<file path="src/rtl/gauss5_pkg.sv">
// rtl/gauss5_pkg.sv - shared widths, kernel coefficients and FSM states for gauss5_conv
package gauss5_pkg;

    localparam int ACC_W   = 16;
    localparam int RD_AW   = 15;
    localparam int WR_AW   = 14;
    localparam int TAP_CNT = 25;

    localparam logic [5:0] G [5] = '{6'd1, 6'd4, 6'd6, 6'd4, 6'd1};

    typedef enum logic [2:0] {
        S_IDLE,
        S_READ,
        S_DRAIN,
        S_WRITE,
        S_DONE
    } state_t;

    // Constant table lookup: w[k] = g[k/5] * g[k%5], folded to a 25-entry ROM.
    function automatic logic [5:0] tap_weight(input logic [4:0] k);
        logic [5:0] w;
        w = '0;
        for (int i = 0; i < 5; i++) begin
            for (int j = 0; j < 5; j++) begin
                if (int'(k) == 5 * i + j) w = G[i] * G[j];
            end
        end
        return w;
    endfunction

endpackage

</file>
<file path="src/rtl/tap_addr_gen.sv">
// rtl/tap_addr_gen.sv - pixel/tap counters with incremental padded and output addresses
module tap_addr_gen
    import gauss5_pkg::*;
#(
    parameter int N = 16
) (
    input  logic             clk,
    input  logic             rst_n,
    input  logic             clear,
    input  logic             step,
    input  logic             next_pix,
    output logic [RD_AW-1:0] rd_addr,
    output logic [WR_AW-1:0] wr_addr,
    output logic [4:0]       tap,
    output logic             last_tap,
    output logic             last_pixel
);

    localparam logic [RD_AW-1:0] ROW_STEP = RD_AW'(N);
    localparam logic [7:0]       LAST     = 8'(N - 1);

    logic [2:0]       j;
    logic [7:0]       r;
    logic [7:0]       c;
    logic [RD_AW-1:0] base;

    assign last_tap   = (tap == 5'(TAP_CNT - 1));
    assign last_pixel = (r == LAST) && (c == LAST);

    always_ff @(posedge clk or negedge rst_n) begin
        if (!rst_n) begin
            j       <= '0;
            tap     <= '0;
            r       <= '0;
            c       <= '0;
            base    <= '0;
            rd_addr <= '0;
            wr_addr <= '0;
        end else if (clear) begin
            j       <= '0;
            tap     <= '0;
            r       <= '0;
            c       <= '0;
            base    <= '0;
            rd_addr <= '0;
            wr_addr <= '0;
        end else begin
            if (step) begin
                if (last_tap) begin
                    j       <= '0;
                    tap     <= '0;
                    rd_addr <= base;
                end else begin
                    tap <= tap + 5'd1;
                    // Moving to the next kernel row skips the 4 columns beyond the window.
                    if (j == 3'd4) begin
                        j       <= '0;
                        rd_addr <= rd_addr + ROW_STEP;
                    end else begin
                        j       <= j + 3'd1;
                        rd_addr <= rd_addr + 15'd1;
                    end
                end
            end
            if (next_pix) begin
                wr_addr <= wr_addr + 14'd1;
                if (c == LAST) begin
                    c       <= '0;
                    r       <= r + 8'd1;
                    base    <= base + 15'd5;
                    rd_addr <= base + 15'd5;
                end else begin
                    c       <= c + 8'd1;
                    base    <= base + 15'd1;
                    rd_addr <= base + 15'd1;
                end
            end
        end
    end

endmodule

</file>
<file path="src/rtl/gauss5_conv.sv">
// rtl/gauss5_conv.sv - sequential 5x5 binomial blur from padded BRAM to output BRAM
module gauss5_conv
    import gauss5_pkg::*;
#(
    parameter int N = 16
) (
    input  logic             clk,
    input  logic             rst_n,
    input  logic             go,
    output logic             done,
    output logic             busy,
    output logic             rd_en,
    output logic [RD_AW-1:0] rd_addr,
    input  logic [7:0]       rd_data,
    output logic             wr_en,
    output logic [WR_AW-1:0] wr_addr,
    output logic [7:0]       wr_data
);

    state_t           state;
    logic [ACC_W-1:0] acc;
    logic [ACC_W-1:0] mac;
    logic [13:0]      prod;
    logic [4:0]       tap;
    logic [4:0]       w_idx;
    logic [5:0]       w;
    logic             last_tap;
    logic             last_pixel;

    tap_addr_gen #(.N(N)) u_addr (
        .clk        (clk),
        .rst_n      (rst_n),
        .clear      (state == S_IDLE),
        .step       ((state == S_READ) && go),
        .next_pix   ((state == S_WRITE) && go && !last_pixel),
        .rd_addr    (rd_addr),
        .wr_addr    (wr_addr),
        .tap        (tap),
        .last_tap   (last_tap),
        .last_pixel (last_pixel)
    );

    // Read data lags its address by one cycle, so the MAC uses the previous tap's weight.
    assign w_idx = (state == S_DRAIN) ? 5'(TAP_CNT - 1) : tap - 5'd1;
    assign w     = tap_weight(w_idx);
    assign prod  = {8'd0, w} * {6'd0, rd_data};
    assign mac   = acc + {2'b00, prod};

    assign busy    = (state == S_READ) || (state == S_DRAIN) || (state == S_WRITE);
    assign done    = (state == S_DONE);
    assign rd_en   = (state == S_READ);
    assign wr_en   = (state == S_WRITE) && go;
    assign wr_data = acc[15:8];

    always_ff @(posedge clk or negedge rst_n) begin
        if (!rst_n) begin
            state <= S_IDLE;
            acc   <= '0;
        end else begin
            case (state)
                S_IDLE: begin
                    acc <= '0;
                    if (go) state <= S_READ;
                end
                S_READ: begin
                    if (!go) begin
                        state <= S_IDLE;
                    end else begin
                        if (tap != 5'd0) acc <= mac;
                        if (last_tap) state <= S_DRAIN;
                    end
                end
                S_DRAIN: begin
                    if (!go) begin
                        state <= S_IDLE;
                    end else begin
                        acc   <= mac;
                        state <= S_WRITE;
                    end
                end
                S_WRITE: begin
                    if (!go) begin
                        state <= S_IDLE;
                    end else if (last_pixel) begin
                        state <= S_DONE;
                    end else begin
                        acc   <= '0;
                        state <= S_READ;
                    end
                end
                S_DONE: begin
                    if (!go) state <= S_IDLE;
                end
                default: state <= S_IDLE;
            endcase
        end
    end

endmodule

</file>
<file path="config.mk">
export PLATFORM = sky130hd
export DESIGN_NAME = gauss5_conv
export DESIGN_NICKNAME = d
export VERILOG_FILES = /design/src/rtl/gauss5_pkg.sv /design/src/rtl/tap_addr_gen.sv /design/src/rtl/gauss5_conv.sv
export SDC_FILE = /design/constraint.sdc
export NUM_CORES = 1
export LEC_CHECK = 0
export ABC_AREA = 1
export BUFFER_PORTS_ARGS = -buffer_cell sky130_fd_sc_hd__buf_2
export CAP_MARGIN = 25
export CORE_UTILIZATION = 50
export CTS_BUF_LIST = sky130_fd_sc_hd__clkbuf_2
export CTS_CLUSTER_SIZE = 8
export DETAILED_ROUTE_END_ITERATION = 10
export PLACE_DENSITY = 0.77
export SLEW_MARGIN = 20
export SYNTH_ARGS = -nofsm -noshare
export SYNTH_HDL_FRONTEND = slang
export SYNTH_SLANG_ARGS = --single-unit
</file>
<file path="constraint.sdc">
create_clock -name clk -period 6.7 [get_ports clk]
set_input_delay 1.005 -clock clk [delete_from_list [all_inputs] [get_ports clk]]
set_output_delay 1.005 -clock clk [all_outputs]
set_load 0.02 [all_outputs]
</file>
==> results.yml <==
run_status:
  status: "finished clean"
setup_path:
  crit_type: "reg2reg"
  critPathArrivalTime_ns: 6.27
  worst_path_dominant_cell_family: "adder cells"
  max_stage_delay_ns: 0.57
  rrSetupSlack_ns: 0.92
  worstPathRequired_ns: 7.19
  cpMostUsedCell: "nand2_1"
  worstPathMaxFanout: 8
  end_kind: "register"
  start_kind: "register"
  slowest_stage: "fa_1"
  worst-path-buf-inv: 5
final_layout:
  final_cell_mix: "224 x nand2_1, 150 x inv_1, 101 x nor2_1, 87 x dfrtp_1, 67 x nand3_1"
  fin_area_um2: 7883
  drive_gt1_share_pct: 12.05
  area_growth_pct: 5.865
  insertedDiodeCount: 0
  layout_commonest_cell: "nand2_1"
  nets: 1121
sta:
  slew_headroom_pct: 49.13
  period_share_pct: 86.29
  worst_pin_slew_ns: 0.7631
  max_freq_ghz: 0.1730
  worst_slack_ns: 0.9186
  fin_tns_setup_ns: 0
  setup_viol: 0
  fin_skew_ns: 0.03439
  period_needed_ns: 5.781
  slew_violations: 0
  hold_violations: 0
  rsz0062_at_grt: "no"
grt:
  antenna_found_initial: 0
  grt_pass1_vias: 6141
  grt_remaining_overflow: 0
  grt_max_degree: 60
  grt_usage_pct: 23.04
  grt_first_pass_wirelength_mm: 28.04
clocking:
  cts_buffers: 9
  htreeDepth: 3
  cts_tree: "done"
  clk_pin_slew_ns: 0.28
  cts_root_buf: "clkbuf_2"
  cts_resized: 0
  cts_sinks: 87
  clkLatencyLatePin_ns: 0.59
  ctsLongestPathBuffers: 2
  cts_setup_buffers: 0
  hold_buffers: 0
yosys:
  syn_avg_cell_area_um2: 7.461
  synth_warnings: 0
  yosysSeqAreaShare_pct: 29.24
  synth-async-reset-ratio_pct: 100.0
  synth-seq-cells: 87
  synthesis.area_um2: 7446
  synth-edff-count: 0
  synth_nets: 1087
  ys_types: 47
  synthFlopType: "dfrtp_1"
  syn_inst: 998
route:
  highest_layer: "met4"
  wirelength_mm: 16.41
  post_drt_wl_per_cell_um: 13.44
  wl_met3_um: 701
  viasPerCell: 5.346
  antenna_left: 0
  vias: 6527
  met1Wirelength_mm: 7.662
  drt_pass1_iterations: 6
  drtIter0Drc: 401
  route.met2.wl_mm: 7.776
  drc_errors: 0
floorplanning:
  ios: 52
  die_area_um2: 15380
  die_w_um: 124.0
  core-area_um2: 14530
  start_util_pct: 51.23
  die_h_um: 124.0
  rows: 44
job:
  timing.max_cap.violations: 0
power_and_ir_drop:
  leakage_uw: 0.003985
  powerDensity_nw_per_um2: 456.7
  ir_drop_v: 0.0002117
placed_design:
  placed_area_um2: 7749
  port_buffers: 51
  place_congestion: 0.9623
  hpwl_mm: 12.76
  place_ws_ns: 1.079
worst_hold_path:
  hold_class: "in2async"
[path summary, 6_finish.rpt]
kind / start / end / cells past startpoint
min reg2reg: u_addr.r[0] / u_addr.r[0] / 1
min in group clk: u_addr.r[0] / u_addr.r[0] / 1
max: u_addr.tap[0] / acc[14] / 26
min: rst_n / u_addr.wr_addr[10] / 1
max reg2reg: u_addr.tap[0] / acc[14] / 26
max in group asynchronous: rst_n / acc[13] / 2
[per-layer routing]
metal,track usage (%),vias up
met4,7.366,0
met2,37.50,163
li1,-,3263
met3,3.159,25
met1,31.76,3076
met5,0,-
[per-stage QoR]
stage / power [µW] / hold WS (ns) / util, % / std cells
CTS: 3614 / 0.2544 / 54.24 / 1221
global route: 4026 / 0.2633 / 54.24 / 1221
floorplan: 2757 / 0.4594 / - / 998
finish: 3600 / 0.2675 / 54.24 / 1221
global placement: 3226 / 0.4842 / 53.31 / 1205
detailed placement: 3291 / 0.4834 / 53.31 / 1205
[logic make-up (layout without fill, tap and decap cells)]
group,count (synthesis),after routing,synth area share [%]
AND/OR/NAND/NOR,458,458,27.27
buffers and inverters,195,234,10.96
AO/OA/AOI/OAI,154,154,12.74
flip-flops,87,87,29.24
adder cells (fa/ha/maj),78,78,16.74
XOR/XNOR,26,26,3.058
[power by group]
group | leakage (µW) | internal, µW | total (µW) | switching [µW]
Combinational | 0.00271 | 873 | 2580 | 1710
Sequential | 0.00120 | 620 | 715 | 95.0
Clock | 0.0000763 | 94.2 | 301 | 207
[worst reg2reg max path, delay by kind of cell (launching register included)]
| kind | cells | cell delay [ns] |
|---|---|---|
| simple gates | 10 | 1.17 |
| buf+inv | 5 | 0.38 |
| compound gates | 5 | 0.97 |
| fa+ha+maj | 6 | 2.68 |
| flops | 1 | 0.48 |
[cells in the mapped netlist, types with 8 or more instances]
master   instances  share of area, %
nor2_1         101               5.1
nand2_2          9              0.76
nor2_2           8              0.67
nand3_1         67               4.5
nand4_1         10              0.84
a21oi_1         41               2.8
buf_4           11               1.1
inv_1          150               7.6
buf_2           10              0.67
o22ai_1          9              0.76
inv_2           16              0.81
nand2_1        224                11
dfrtp_1         87                29
fa_1            36               9.7
nor3_1          15               1.0
o21a_1           9              0.91
ha_1            42               7.1
o21ai_0         52               3.5
xor2_1          19               2.2
[layout make-up]
cell class	count	area, µm²
Fill cell	1425	6651
Inverter	166	623.1
Clock inverter	7	88.84
Timing Repair Buffer	52	265.3
Multi-Input combinational cell	716	4453
Clock buffer	9	45.04
Tap cell	184	230.2
Sequential cell	87	2177
[flip-flops by register name, summed over array words and instances, names as in the netlist]
name	cells
u_addr.tap	5
u_addr.rd_addr	15
state	3
u_addr.base	15
u_addr.wr_addr	14
u_addr.c	8
u_addr.j	3
acc	16
u_addr.r	8
(Power assumes the default switching activity.)
